### config.mk
export PLATFORM = sky130hd
export DESIGN_NAME = wb_write_queue
export DESIGN_NICKNAME = d
export VERILOG_FILES = /design/src/rtl/wb_pkg.sv /design/src/rtl/wb_bypass_match.sv /design/src/rtl/wb_write_queue.sv
export SDC_FILE = /design/constraint.sdc
export NUM_CORES = 1
export LEC_CHECK = 0
export CELL_PAD_IN_SITES_DETAIL_PLACEMENT = 0
export CELL_PAD_IN_SITES_GLOBAL_PLACEMENT = 2
export CORE_AREA = 2 2 240 148
export CTS_CLUSTER_DIAMETER = 50
export DETAILED_ROUTE_END_ITERATION = 7
export DIE_AREA = 0 0 242 150
export DONT_BUFFER_PORTS = 1
export PLACE_DENSITY_LB_ADDON = 0.1
export SLEW_MARGIN = 0
export SYNTH_ARGS = -nofsm -noshare
export SYNTH_HDL_FRONTEND = slang
export SYNTH_SLANG_ARGS = --single-unit
### constraint.sdc
create_clock -name clk -period 9.3 [get_ports clk]
set_input_delay 1.395 -clock clk [delete_from_list [all_inputs] [get_ports clk]]
set_output_delay 1.395 -clock clk [all_outputs]
set_load 0.01 [all_outputs]
### src/rtl/wb_pkg.sv
// wb_pkg: shared widths and entry type for the writeback queue and its bypass search.
package wb_pkg;
  localparam int XLEN = 32;
  localparam int REGW = 5;
  localparam int NUM_ARCH_REGS = 32;
  typedef struct packed {
    logic [REGW-1:0] rd_s;
    logic [XLEN-1:0] rd_v;
  } wb_entry_t;
endpackage

### src/rtl/wb_bypass_match.sv
// wb_bypass_match: age-ordered search of queued writebacks; the youngest valid match wins.
module wb_bypass_match
  import wb_pkg::*;
#(
  parameter int DEPTH = 4,
  parameter int PW = $clog2(DEPTH)
) (
  input  wb_entry_t [DEPTH-1:0] entries_i,
  input  logic      [DEPTH-1:0] valid_i,
  input  logic      [PW-1:0]    head_i,
  input  logic      [REGW-1:0]  rs_s_i,
  output logic                  hit_o,
  output logic      [XLEN-1:0]  v_o
);
  always_comb begin
    hit_o = 1'b0;
    v_o   = '0;
    // Walk oldest to youngest so later matches overwrite earlier ones.
    for (int i = 0; i < DEPTH; i++) begin
      automatic logic [PW-1:0] idx = head_i + PW'(i);
      if (valid_i[idx] && entries_i[idx].rd_s == rs_s_i && rs_s_i != '0) begin
        hit_o = 1'b1;
        v_o   = entries_i[idx].rd_v;
      end
    end
  end
endmodule

### src/rtl/wb_write_queue.sv
// wb_write_queue: in-order writeback buffer draining into the register file, with rs1/rs2 bypass.
module wb_write_queue
  import wb_pkg::*;
#(
  parameter int DEPTH = 4,
  parameter int PW = $clog2(DEPTH),
  parameter int CW = $clog2(DEPTH) + 1
) (
  input  logic            clk,
  input  logic            rst,
  input  logic            in_valid,
  output logic            in_ready,
  input  logic [REGW-1:0] in_rd_s,
  input  logic [XLEN-1:0] in_rd_v,
  input  logic            wr_grant,
  output logic            regf_we,
  output logic [REGW-1:0] regf_rd_s,
  output logic [XLEN-1:0] regf_rd_v,
  input  logic [REGW-1:0] rs1_s,
  output logic            rs1_hit,
  output logic [XLEN-1:0] rs1_v,
  input  logic [REGW-1:0] rs2_s,
  output logic            rs2_hit,
  output logic [XLEN-1:0] rs2_v,
  output logic [CW-1:0]   count
);
  wb_entry_t [DEPTH-1:0] mem_q;
  logic [DEPTH-1:0] valid_q;
  logic [PW-1:0] head_q, head_d, tail_q, tail_d;
  logic [CW-1:0] count_q, count_d;
  logic empty, push, pop, h1, h2;
  logic [XLEN-1:0] v1, v2;

  assign empty = count_q == '0;
  assign in_ready = count_q < CW'(DEPTH) && !rst;
  assign regf_we = !empty && wr_grant && !rst;
  // Writes to x0 complete the handshake but are never stored.
  assign push = in_valid && in_ready && in_rd_s != '0;
  assign pop = regf_we;
  assign regf_rd_s = empty ? '0 : mem_q[head_q].rd_s;
  assign regf_rd_v = empty ? '0 : mem_q[head_q].rd_v;
  assign count = count_q;

  always_comb begin
    head_d  = pop ? head_q + 1'b1 : head_q;
    tail_d  = push ? tail_q + 1'b1 : tail_q;
    count_d = count_q + CW'(push) - CW'(pop);
  end

  always_ff @(posedge clk) begin
    if (rst) begin
      head_q  <= '0;
      tail_q  <= '0;
      count_q <= '0;
      valid_q <= '0;
    end else begin
      head_q  <= head_d;
      tail_q  <= tail_d;
      count_q <= count_d;
      if (pop) valid_q[head_q] <= 1'b0;
      if (push) begin
        valid_q[tail_q] <= 1'b1;
        mem_q[tail_q]   <= '{rd_s: in_rd_s, rd_v: in_rd_v};
      end
    end
  end

  wb_bypass_match #(.DEPTH(DEPTH)) u_rs1 (
    .entries_i(mem_q), .valid_i(valid_q), .head_i(head_q), .rs_s_i(rs1_s), .hit_o(h1), .v_o(v1)
  );
  wb_bypass_match #(.DEPTH(DEPTH)) u_rs2 (
    .entries_i(mem_q), .valid_i(valid_q), .head_i(head_q), .rs_s_i(rs2_s), .hit_o(h2), .v_o(v2)
  );

  assign rs1_hit = h1 && !rst;
  assign rs1_v   = rst ? '0 : v1;
  assign rs2_hit = h2 && !rst;
  assign rs2_v   = rst ? '0 : v2;
endmodule

## Yosys cells after proc, flatten, opt, wreduce, memory -nomap -nowiden

Cells that the tools add are included.

- Logic and storage cells: 116
- Output and inout port bits: 108
- Input bits: 51
- Register bits: 159

- Order comparisons: 8
- Equal/unequal tests: 8
- Bitwise operators: 4
- Muxes and demuxes: 46
- Reductions and logical operators: 32
- $add $sub $neg: 6

Operators with widths:

| operator | count |
|---|---|
| $mux 32 | 11 |
| $bmux 37 s2 | 4 |
| $mux 37 | 5 |
| $bwmux 148 | 1 |
| $demux 37 s2 | 1 |
| $eq 5x5->1 | 8 |
| $logic_and 1x1->1 | 25 |
| $lt 2x3->1 const B | 5 |
| $reduce_bool 5->1 | 3 |
| $mux 1 | 14 |
| $mux 4 | 3 |
| $bmux 1 s2 | 4 |
| $mux 5 | 1 |
| $add 2x1->2 const B | 2 |
| $add 2x2->2 const B | 2 |
| $and 4x4->4 | 1 |
| $demux 1 s2 | 2 |
| $ge 2x1->1 const B | 2 |
| $not 4->4 | 1 |
| $or 4x4->4 | 1 |
| $add 3x1->3 | 1 |
| $logic_not 3->1 | 1 |
| $lt 3x3->1 const B | 1 |
| $sub 3x1->3 | 1 |
| other kinds (3) | 4 |

## Logic depth before layout (Yosys ltp)

Gate-level depths: netlist of run 1.

- Depth in word-level cells: 10
- Depth in mapped cells: 19
- Gate-level depth less buffers: 11

## Cells and area by module

Synthesis of run 1 repeated with hierarchy kept, for this count alone.

- Cells, all modules: 1,850
- Area, all modules: 16,483.3 sq um

Modules (own cells, without submodules):

| module | cells each | sequential area each (sq um) | times used | area each (sq um) |
|---|---|---|---|---|
| wb_bypass_match | 738 | 0.0 | 2 | 4,893.4 |
| wb_write_queue | 374 | 4,664.5 | 1 | 6,696.4 |

## Least setup slack after synthesis of run 1

Ideal clock, no wire load.

- Path type: register -> output
- Start: register head_q[0]
- End: output port rs1_v[12]
- Data required time: 7.905 ns
- Buffers on the path: 9
- Arrival: 4.412 ns
- Setup slack: 3.493 ns
- Cell stages (with the launch flop): 19
- Cell sequence: dfxtp_1 buf_6 buf_6 buf_6 buf_2 buf_2 buf_2 inv_1 ha_1 buf_6 mux4_1 xnor2_1 nand4_1 or4b_1 buf_6 a21boi_4 buf_4 a211oi_2 a211oi_1

- Longest elaborated chain between the ends: 10
- Elaborated cells on any way between the ends: 36
- Those cells by class: add/sub (3); eq/ne (4); mux (21); reduce/logical (8)

Ends and longest elaborated chain:

| element | RTL line | RTL |
|---|---|---|
| from (decl) | wb_write_queue.sv:29 | `logic [PW-1:0] head_q, head_d, tail_q, tail_d;` |
| from (signal assigned) | wb_write_queue.sv:52 | `head_q <= '0;` |
| from (signal assigned) | wb_write_queue.sv:57 | `head_q <= head_d;` |
| $add 2x1->2 or $bmux 37 s2 (tied branches) | wb_bypass_match.sv:20, wb_bypass_match.sv:21, wb_bypass_match.sv:23 |  |
| $bmux 37 s2 or $mux 37 (tied branches) | wb_bypass_match.sv:21, wb_bypass_match.sv:23 |  |
| $mux 37 (not written as such) or $eq 5x5->1 (tied branches) | wb_bypass_match.sv:21 | `if (valid_i[idx] && entries_i[idx].rd_s == rs_s_i && rs_s_i != '0) begin` |
| $eq 5x5->1 or $logic_and 1x1->1 (tied branches) | wb_bypass_match.sv:21 |  |
| $logic_and 1x1->1 | wb_bypass_match.sv:21 |  |
| $logic_and 1x1->1 or $mux 32 (tied branches) | wb_bypass_match.sv:21 |  |
| $mux 32 (2 in series) | wb_bypass_match.sv:21 |  |
| $mux 32 (*) | wb_bypass_match.sv:21 |  |
| $mux 32 (*) | wb_write_queue.sv:76 | `assign rs1_v = rst ? '0 : v1;` |
| to (decl) | wb_write_queue.sv:21 | `output logic [XLEN-1:0] rs1_v,` |

Mark *: on every way between the ends. The rest lies on a longest branch, timed or not. The select of a mux whose other input is x is not followed.

## Worst setup path after layout of run 1

- Start: register head_q[1]
- End: output port rs1_v[8]

The elaborated chain is that of the path after synthesis.

==> flow_summary_export.csv, run 1 <==
group,metric,value,unit
setup_path,worstSetupStartpointType,"flop",
sta,fin_crit,6890,ps
detailed_routing,routedWlPerCell,24.5,um
sta,max_freq,145,MHz
final_layout,seq_area,4670,um^2
final_layout,nets,1105,
detailed_routing,dr.pass1.iters,5,
logic_synthesis,synthesis.nets,1171,
sta,rsz0062_at_grt,"no",
floorplan,start_util,34.4,%
final_layout,area_growth,7.08,%
global_routing,grt_max_degree,159,
sta,tightest_slew,1010,ps
placement,port_buffers,0,
power_and_ir_drop,leakagePower,4.00,nW
sta,hold_viol,0,
global_routing,antenna_found_initial,0,
global_routing,grt_use_total,20.7,%
power_and_ir_drop,power,2.95,mW
logic_synthesis,seq_area_frac_synth,39.6,%
logic_synthesis,syn_area_per_cell,10.6,um^2
logic_synthesis,synth-seq-cells,159,
setup_path,crit_family,"compound AO/OA/AOI/OAI gates",
placement,dp_slack,2800,ps
status,status,"finished, final reports clean",
final_layout,antennaDiodeCount,0,
setup_path,arrival,5500,ps
floorplan,rows,53,
global_routing,grt_pass1_wl,55600,um
logic_synthesis,ys_warn_count,0,
sta,finalCritPeriodShare,74.1,%
placement,dp_cells,1491,
floorplan,die_y,150,um
clocking,cts-hold-fix-buffers,0,
sta,worst_slack,2410,ps
final_layout,multiInputGateArea,6560,um^2
floorplan,pin_count,159,
setup_path,cp_cell_sequence,"inv_2 > ha_4 > buf_4 > mux4_1 > xnor2_1 > or4b_2 > a21boi_4 > buf_4 > a211oi_2 > a211oi_1",
setup_path,crit_path_max_fanout,44,
logic_synthesis,synth_edf_count,148,
placement,dp_hpwl,24400,um
detailed_routing,drc,0,
clocking,clk_transition_reported_paths,60,ps
final_layout,fin_area,12600,um^2
detailed_routing,viasPerCell,5.52,
setup_path,end_kind,"output port",
sta,max_slew_margin,32.8,%
clocking,cts_inserted_buffers,17,
floorplan,die_w,242,um
detailed_routing,via_count,8407,
min_path,hold_path.class,"reg2reg",
logic_synthesis,netlist_area,11800,um^2
setup_path,cp_common_cell,"buf_4",
clocking,clockBufferDepth,2,
global_routing,overflow,0,
logic_synthesis,postSynthCellCount,1109,
logic_synthesis,yosysUniqueCellTypes,52,
setup_path,worstPathRequired,7910,ps
power_and_ir_drop,vdd_drop_max,0.000157,V
clocking,clk_latency,440,ps
logic_synthesis,synth_flop_cell,"edfxtp_1",
logic_synthesis,ys_async_sr_fraction,0,%
clocking,cts_sinks,159,
sta,fin_setup_tns,0,ps
setup_path,cp_num_buf_inv,3,
floorplan,die_area,36300,um^2
sta,setup_viol,0,
run,drv_cap,0,
detailed_routing,routed_wl,37400,um
detailed_routing,drtIter0Drc,540,
placement,place_congestion,0.810,
final_layout,layout.cells.non_filler,1523,
final_layout,fillers,3436,
placement,place_area,12000,um^2
clocking,htreeDepth,4,
clocking,post_cts_resized,0,
final_layout,layout-drive-gt1-share,23.1,%
clocking,tritoncts,"built",
sta,finalClockSkew,8.47,ps
clocking,postCtsSetupRepairBufs,0,
power_and_ir_drop,powerDensity,234,nW/um^2
detailed_routing,antenna_left,0,
setup_path,worstSetupPathType,"reg2out",
clocking,cts_root_buffer,"clkbuf_16",
sta,finalMaxSlewViolations,0,
setup_path,crit_slowest_cell,"a21boi_4",
global_routing,grt_pass1_vias,8213,
floorplan,core_area,34200,um^2
setup_path,critical-path-max-stage-delay,750,ps
[placed cells by master, fill, tap and decap left out, types with 6 or more instances in the layout]
cell	n
edfxtp_1	148
nand2_1	71
dfxtp_1	9
ha_1	9
xnor2_1	30
mux4_2	19
mux2i_1	70
o21ai_0	62
a211oi_2	39
a211oi_1	81
a21oi_1	71
xor2_1	14
clkbuf_16	19
nor2b_1	6
mux2_2	95
buf_4	17
inv_1	11
and2_1	39
nor2_1	141
mux2_4	28
nand4_1	6
[metal layers]
layer | part of all wire [%] | up-vias | track usage (%)
met5 | 0 | - | 0
met4 | 1.6 | 0 | 5.71
met3 | 4.7 | 38 | 4.64
met2 | 43 | 200 | 30.9
met1 | 50 | 4153 | 30.1
li1 | - | 4016 | -
[Yosys cell counts, types with 2 or more instances]
master / number / share of area (%)
edfxtp_1: 148 / 38
nor2_1: 141 / 4.5
mux2_2: 95 / 9.1
a211oi_1: 81 / 5.2
a21oi_1: 71 / 3.0
nand2_1: 71 / 2.3
mux2i_1: 70 / 6.0
o21ai_0: 62 / 2.6
clkbuf_1: 59 / 1.9
and2_1: 43 / 2.3
a211oi_2: 39 / 4.1
xnor2_1: 30 / 2.2
mux2_4: 28 / 3.6
buf_2: 20 / 0.85
mux4_2: 19 / 3.6
xor2_1: 14 / 1.0
inv_1: 12 / 0.38
dfxtp_1: 11 / 1.9
ha_1: 10 / 1.1
buf_1: 9 / 0.29
buf_6: 8 / 0.77
nand4_1: 6 / 0.32
nor2b_1: 6 / 0.32
mux4_1: 5 / 1.1
nand3_1: 5 / 0.21
nor3_1: 5 / 0.21
a22oi_1: 4 / 0.26
buf_4: 4 / 0.26
o221ai_1: 4 / 0.30
nand2b_1: 3 / 0.16
a221oi_1: 2 / 0.15
buf_12: 2 / 0.34
or4_1: 2 / 0.13
or4b_1: 2 / 0.17
[stage by stage]
step,hold WS (ps),util (%)
floorplan,490,-
global placement,525,35.1
detailed placement,535,35.1
CTS,544,36.8
global route,559,36.8
finish,542,36.8
[registers in the layout, summed over array words and instances, names as in the netlist]
register  count
count         3
head_q        2
mem_q       148
tail_q        2
valid_q       4
[cells by family (layout without fill, tap and decap cells)]
family          Yosys count  in the layout  share of synthesized area [%]
simple gates            291            291                           11.2
compound gates          271            271                           16.4
mux                     217            217                           23.4
flops                   159            159                           39.6
buf+inv                 116             63                           4.92
xor+xnor                 44             44                           3.28
fa+ha+maj                11             11                           1.23
[worst paths after layout]
kind / startpoint / end / slack, ps / depth (start not counted)
max reg2reg: count[2] / mem_q[40] / 6550 / 5
max: head_q[1] / rs1_v[8] / 2410 / 10
min reg2reg: valid_q[0] / valid_q[0] / 540 / 2
min: valid_q[0] / valid_q[0] / 540 / 2
[where the power goes]
group / switching (mW) / leakage [nW] / internal [mW] / total (mW)
Clock: 0.281 / 0.273 / 0.407 / 0.688
Sequential: 0.0249 / 1.43 / 0.817 / 0.842
Combinational: 0.863 / 2.29 / 0.560 / 1.42
Total: 1.17 / 4.00 / 1.79 / 2.95
[tightest hold or removal path, stage by stage (launching register included)]
cell	delay, ps
dfxtp_1	330
a21oi_1	130
nor2_1	40
[cell type report]
class | instances | area share, %
multi-input cells | 834 | 52.1
inverters | 13 | 0.387
clock inverters | 8 | 0.626
clock buffers | 24 | 4.00
flip-flops and latches | 159 | 37.1
well taps | 467 | 4.64
repair buffers | 18 | 1.17
No activity file was read; power rests on OpenSTA's default activity.
==> run 2: changes to the inputs <==
clock period = 6 ns   (was 9.3 ns; I/O delays follow)
==> flow_summary_export.csv, run 2 (same netlist as run 1, synthesis figures left out) <==
group,metric,value,unit
final_layout,multiInputGateArea,6570,um^2
detailed_routing,drc,0,
run,drv_cap,0,
final_layout,layout.cells.non_filler,1578,
sta,fin_setup_tns,0,ps
setup_path,cp_common_cell,"buf_4",
final_layout,fillers,3438,
setup_path,reg2reg_from,"count[1]",
clocking,tritoncts,"built",
clocking,cts_sinks,159,
final_layout,nets,1161,
status,status,"finished, final reports clean",
clocking,cts-hold-fix-buffers,0,
setup_path,worstPathRequired,5100,ps
sta,finalMaxSlewViolations,0,
sta,setup_viol,0,
detailed_routing,top_layer,"met4",
final_layout,fin_area,13000,um^2
floorplan,pin_count,159,
detailed_routing,routedWlPerCell,24.1,um
detailed_routing,viasPerCell,5.45,
detailed_routing,dr.pass1.iters,5,
final_layout,final_common_cell,"edfxtp_1",
floorplan,start_util,34.4,%
placement,dp_cells,1547,
clocking,clk_latency,440,ps
min_path,hold_path.class,"in2reg",
detailed_routing,via_count,8607,
final_layout,seq_area,4670,um^2
placement,dp_hpwl,23800,um
clocking,post_cts_resized,0,
setup_path,worstSetupStartpointType,"flop",
detailed_routing,antenna_left,0,
clocking,postCtsSetupRepairBufs,0,
power_and_ir_drop,leakagePower,4.31,nW
sta,rsz0062_at_grt,"no",
clocking,clk_transition_reported_paths,70,ps
setup_path,crit_slowest_cell,"mux4_1",
setup_path,arrival,4710,ps
sta,fin_crit,5610,ps
global_routing,grt_pass1_wl,57000,um
sta,finalCritPeriodShare,93.4,%
final_layout,area_growth,10.7,%
floorplan,rows,53,
global_routing,grt_max_degree,159,
setup_path,critical-path-max-stage-delay,680,ps
detailed_routing,met2_length,16700,um
clocking,clockBufferDepth,2,
setup_path,timing.reg2reg.setup_slack,2960,ps
final_layout,layout_common_cells,"edfxtp_1 (148), nor2_1 (141), mux2_2 (95)",
global_routing,grt_pass1_vias,8466,
final_layout,largest_reg_flops,148,
sta,tightest_slew,1010,ps
detailed_routing,wl_met1,19300,um
sta,fin_hold_ws,533,ps
floorplan,die_area,36300,um^2
final_layout,regMostFlops,"mem_q",
floorplan,core_area,34200,um^2
global_routing,antenna_found_initial,0,
setup_path,end_kind,"output port",
setup_path,cp_cell_sequence,"inv_1 > ha_4 > mux4_1 > xnor2_1 > nand4_1 > or4b_2 > buf_4 > a21boi_4 > buf_4 > a211oi_2 > a211oi_1 > buf_4",
sta,max_slew_margin,32.8,%
detailed_routing,dr_wl_met3,1680,um
floorplan,die_w,242,um
final_layout,layout-drive-gt1-share,26.9,%
power_and_ir_drop,vdd_drop_max,0.000355,V
detailed_routing,drtIter0Drc,609,
setup_path,worstSetupPathType,"reg2out",
sta,max_freq,178,MHz
final_layout,fin_util,38.1,%
placement,place_congestion,0.806,
setup_path,crit_path_max_fanout,23,
setup_path,crit_path_start,"head_q[0]",
final_layout,antennaDiodeCount,0,
clocking,cts_inserted_buffers,17,
global_routing,overflow,0,
power_and_ir_drop,powerDensity,355,nW/um^2
clocking,cts_root_buffer,"clkbuf_16",
floorplan,die_y,150,um
placement,place_area,12500,um^2
sta,finalClockSkew,6.75,ps
global_routing,grt_use_total,21.2,%
sta,hold_viol,0,
placement,port_buffers,0,
detailed_routing,routed_wl,38100,um
clocking,htreeDepth,4,
min_path,worstHoldStart,"rst",
## run 2: changes by cell type in the layout (fill, tap and decap cells not counted)
cell        before  now
clkinv_1         0    2
and2_4           0    2
clkinvlp_4       4    3
clkbuf_16       19   17
buf_12           1    2
clkbuf_1         4    2
clkbuf_8         1    0
clkinv_2         2    3
and2_2           4    2
buf_4           17   72
bufinv_16        1    3
## run 2: critical path, delay by kind of cell (launching register included)
family | cells | cell delay (ps)
XOR/XNOR | 1 | 310
multiplexers | 1 | 680
flip-flops | 1 | 360
adder cells (fa/ha/maj) | 1 | 470
buffers and inverters | 4 | 910
AND/OR/NAND/NOR | 2 | 830
AO/OA/AOI/OAI | 3 | 660
## run 2: report_power, final
| part | internal [mW] | total [mW] | leakage, nW | switching (mW) |
|---|---|---|---|---|
| Clock | 0.648 | 1.11 | 0.274 | 0.464 |
| Combinational | 0.875 | 2.21 | 2.60 | 1.33 |
| Sequential | 1.27 | 1.30 | 1.43 | 0.0324 |
| Total | 2.79 | 4.62 | 4.31 | 1.83 |
## run 2: layout make-up
| type | instances | area share (%) |
|---|---|---|
| multi-input combinational | 834 | 50.4 |
| clock buffer | 19 | 3.32 |
| tap | 467 | 4.49 |
| timing repair buffer | 74 | 4.46 |
| clock inverter | 12 | 1.10 |
| sequential | 159 | 35.9 |
| inverter | 13 | 0.375 |
## run 2: final timing paths
check | endpoint | cells after the start
worst max register to register | count[2] | 11
worst min register to register | valid_q[0] | 2
worst max-delay path | rs1_v[5] | 12
worst min-delay path | tail_q[0] | 1
## run 2: per-stage QoR
step                      power [mW]  setup slack [ps]
final                           4.62               394
after global routing            4.91               182
after CTS                       4.67               327
after detailed placement        3.54               846
after global placement          3.55               808
after floorplan                 3.06               688
## run 2: metal layers
layer	global-route usage, %	vias to the layer above
met3	3.84	26
met4	4.54	0
li1	-	4111
met5	0	-
met2	32.4	234
met1	31.2	4236
==> run 3: changes to the inputs <==
--- a/config.mk
+++ b/config.mk
@@ -9,6 +9,6 @@
 export CELL_PAD_IN_SITES_GLOBAL_PLACEMENT = 2
-export CORE_AREA = 2 2 240 148
+export CORE_AREA = 2 2 263 135
 export CTS_CLUSTER_DIAMETER = 50
 export DETAILED_ROUTE_END_ITERATION = 7
-export DIE_AREA = 0 0 242 150
+export DIE_AREA = 0 0 265 137
 export DONT_BUFFER_PORTS = 1
--- a/constraint.sdc
+++ b/constraint.sdc
@@ -3,2 +3,2 @@
 set_output_delay 0.9 -clock clk [all_outputs]
-set_load 0.01 [all_outputs]
+set_load 0.1 [all_outputs]
==> flow_summary_export.csv, run 3 (same netlist as run 1, synthesis figures left out) <==
group,metric,value,unit
sta,fin_crit,5840,ps
sta,setup_viol,0,
floorplan,die_area,36300,um^2
final_layout,fillers,3117,
global_routing,grt_pass1_vias,8532,
final_layout,layout_common_cells,"edfxtp_1 (148), nor2_1 (139), mux2_2 (95)",
setup_path,r2r_cells,11,
clocking,clk_latency,450,ps
setup_path,end_kind,"output port",
setup_path,worstSetupStartpointType,"flop",
clocking,cts_root_buffer,"clkbuf_16",
detailed_routing,antenna_left,0,
clocking,clockBufferDepth,2,
final_layout,nets,1180,
sta,max_slew_margin,10.8,%
detailed_routing,dr.pass1.iters,5,
setup_path,crit_path_max_fanout,35,
final_layout,multiInputGateArea,7280,um^2
final_layout,fin_area,14800,um^2
global_routing,antenna_found_initial,0,
sta,finalMaxSlewViolations,0,
min_path,hold_path.class,"in2reg",
global_routing,grt_pass1_wl,58300,um
floorplan,rows,48,
placement,port_buffers,0,
power_and_ir_drop,vdd_drop_max,0.000434,V
final_layout,seq_area,4670,um^2
detailed_routing,routedWlPerCell,24.9,um
status,status,"finished, final reports clean",
min_path,worstHoldStart,"rst",
final_layout,area_growth,25.6,%
setup_path,worstPathRequired,5100,ps
sta,tightest_slew,1320,ps
clocking,cts-hold-fix-buffers,0,
sta,max_freq,171,MHz
placement,place_congestion,0.850,
final_layout,largest_reg_flops,148,
detailed_routing,routed_wl,39400,um
detailed_routing,viasPerCell,5.57,
floorplan,core_area,34000,um^2
placement,place_area,14100,um^2
clocking,cts_inserted_buffers,17,
setup_path,worstSetupPathType,"reg2out",
sta,hold_viol,0,
clocking,htreeDepth,4,
clocking,tritoncts,"built",
global_routing,grt_max_degree,159,
final_layout,regMostFlops,"mem_q",
floorplan,die_y,137,um
clocking,cts_sinks,159,
floorplan,start_util,34.6,%
detailed_routing,drtIter0Drc,642,
sta,finalClockSkew,11.5,ps
detailed_routing,drc,0,
run,drv_cap,0,
final_layout,layout-drive-gt1-share,33.3,%
global_routing,grt_use_total,22.1,%
global_routing,overflow,0,
setup_path,arrival,4940,ps
power_and_ir_drop,powerDensity,395,nW/um^2
sta,rsz0062_at_grt,"no",
floorplan,die_w,265,um
setup_path,crit_path_start,"head_q[0]",
floorplan,pin_count,159,
min_path,whs_path_depth,1,
final_layout,final_common_cell,"edfxtp_1",
sta,finalCritPeriodShare,97.4,%
detailed_routing,via_count,8809,
setup_path,reg2reg_from,"count[2]",
placement,dp_hpwl,25600,um
clocking,clk_transition_reported_paths,70,ps
final_layout,fin_util,43.5,%
power_and_ir_drop,leakagePower,4.71,nW
run 3: cell count changes in the layout (fill, tap and decap cells not counted), moves of 4 or more:
cell / before / now
buf_4: 72 / 23
a211oi_1: 81 / 34
buf_12: 2 / 69
a211oi_4: 0 / 58
o221ai_2: 0 / 4
a211oi_2: 39 / 28
o221ai_1: 4 / 0
run 3: per-layer routing:
metal  global-route usage [%]  routed length, um  vias to the layer above
met2                     31.7              16300                      270
met4                     5.78                510                        0
li1                         -                  -                     4123
met1                     33.6              20200                     4381
met3                     4.21               2340                       35
met5                        0                  0                        -
run 3: path summary, 6_finish.rpt:
check	slack [ps]	to
setup reg to reg	2280	count[2]
hold / removal	520	count[0]
hold reg to reg	540	valid_q[0]
setup / recovery	160	rs1_v[3]
run 3: final cells by class:
| type | count | share of cell area (%) |
|---|---|---|
| Inverter | 13 | 0.330 |
| Timing Repair Buffer | 93 | 10.7 |
| Clock inverter | 12 | 1.30 |
| Antenna cell | 1 | 0.0169 |
| Sequential cell | 159 | 31.6 |
| Multi-Input combinational cell | 834 | 49.3 |
| Tap cell | 450 | 3.81 |
| Clock buffer | 19 | 2.93 |
run 3: power breakdown:
part / internal [mW] / switching (mW)
sequential: 1.27 / 0.0768
combinational: 0.909 / 2.37
clock: 0.732 / 0.471
run 3: worst max-delay path, stage by stage (launching register included):
cell      delay [ps]
dfxtp_4          370
inv_1            100
ha_4             570
mux4_1           690
xnor2_1          330
nand4_1          170
or4b_2           680
a21boi_4         190
buf_4            560
a211oi_2         190
a211oi_4         360
buf_12           220
run 3: repair_timing:
action	in CTS	in global routing
resized for setup	0	1
setup buffers	0	0
endpoints found under the setup margin	0	2
run 3: stage by stage:
step	worst slack [ps]	hold WS, ps	TNS, ps	instances	power [mW]
3_3_place_gp	626	535	0	1549	4.66
3_5_place_dp	613	529	0	1549	4.66
4_1_cts	128	497	0	1580	5.87
6_report	158	520	0	1581	5.83
5_1_grt	53.9	507	0	1580	6.13
2_1_floorplan	-365	490	-974	1109	4.15
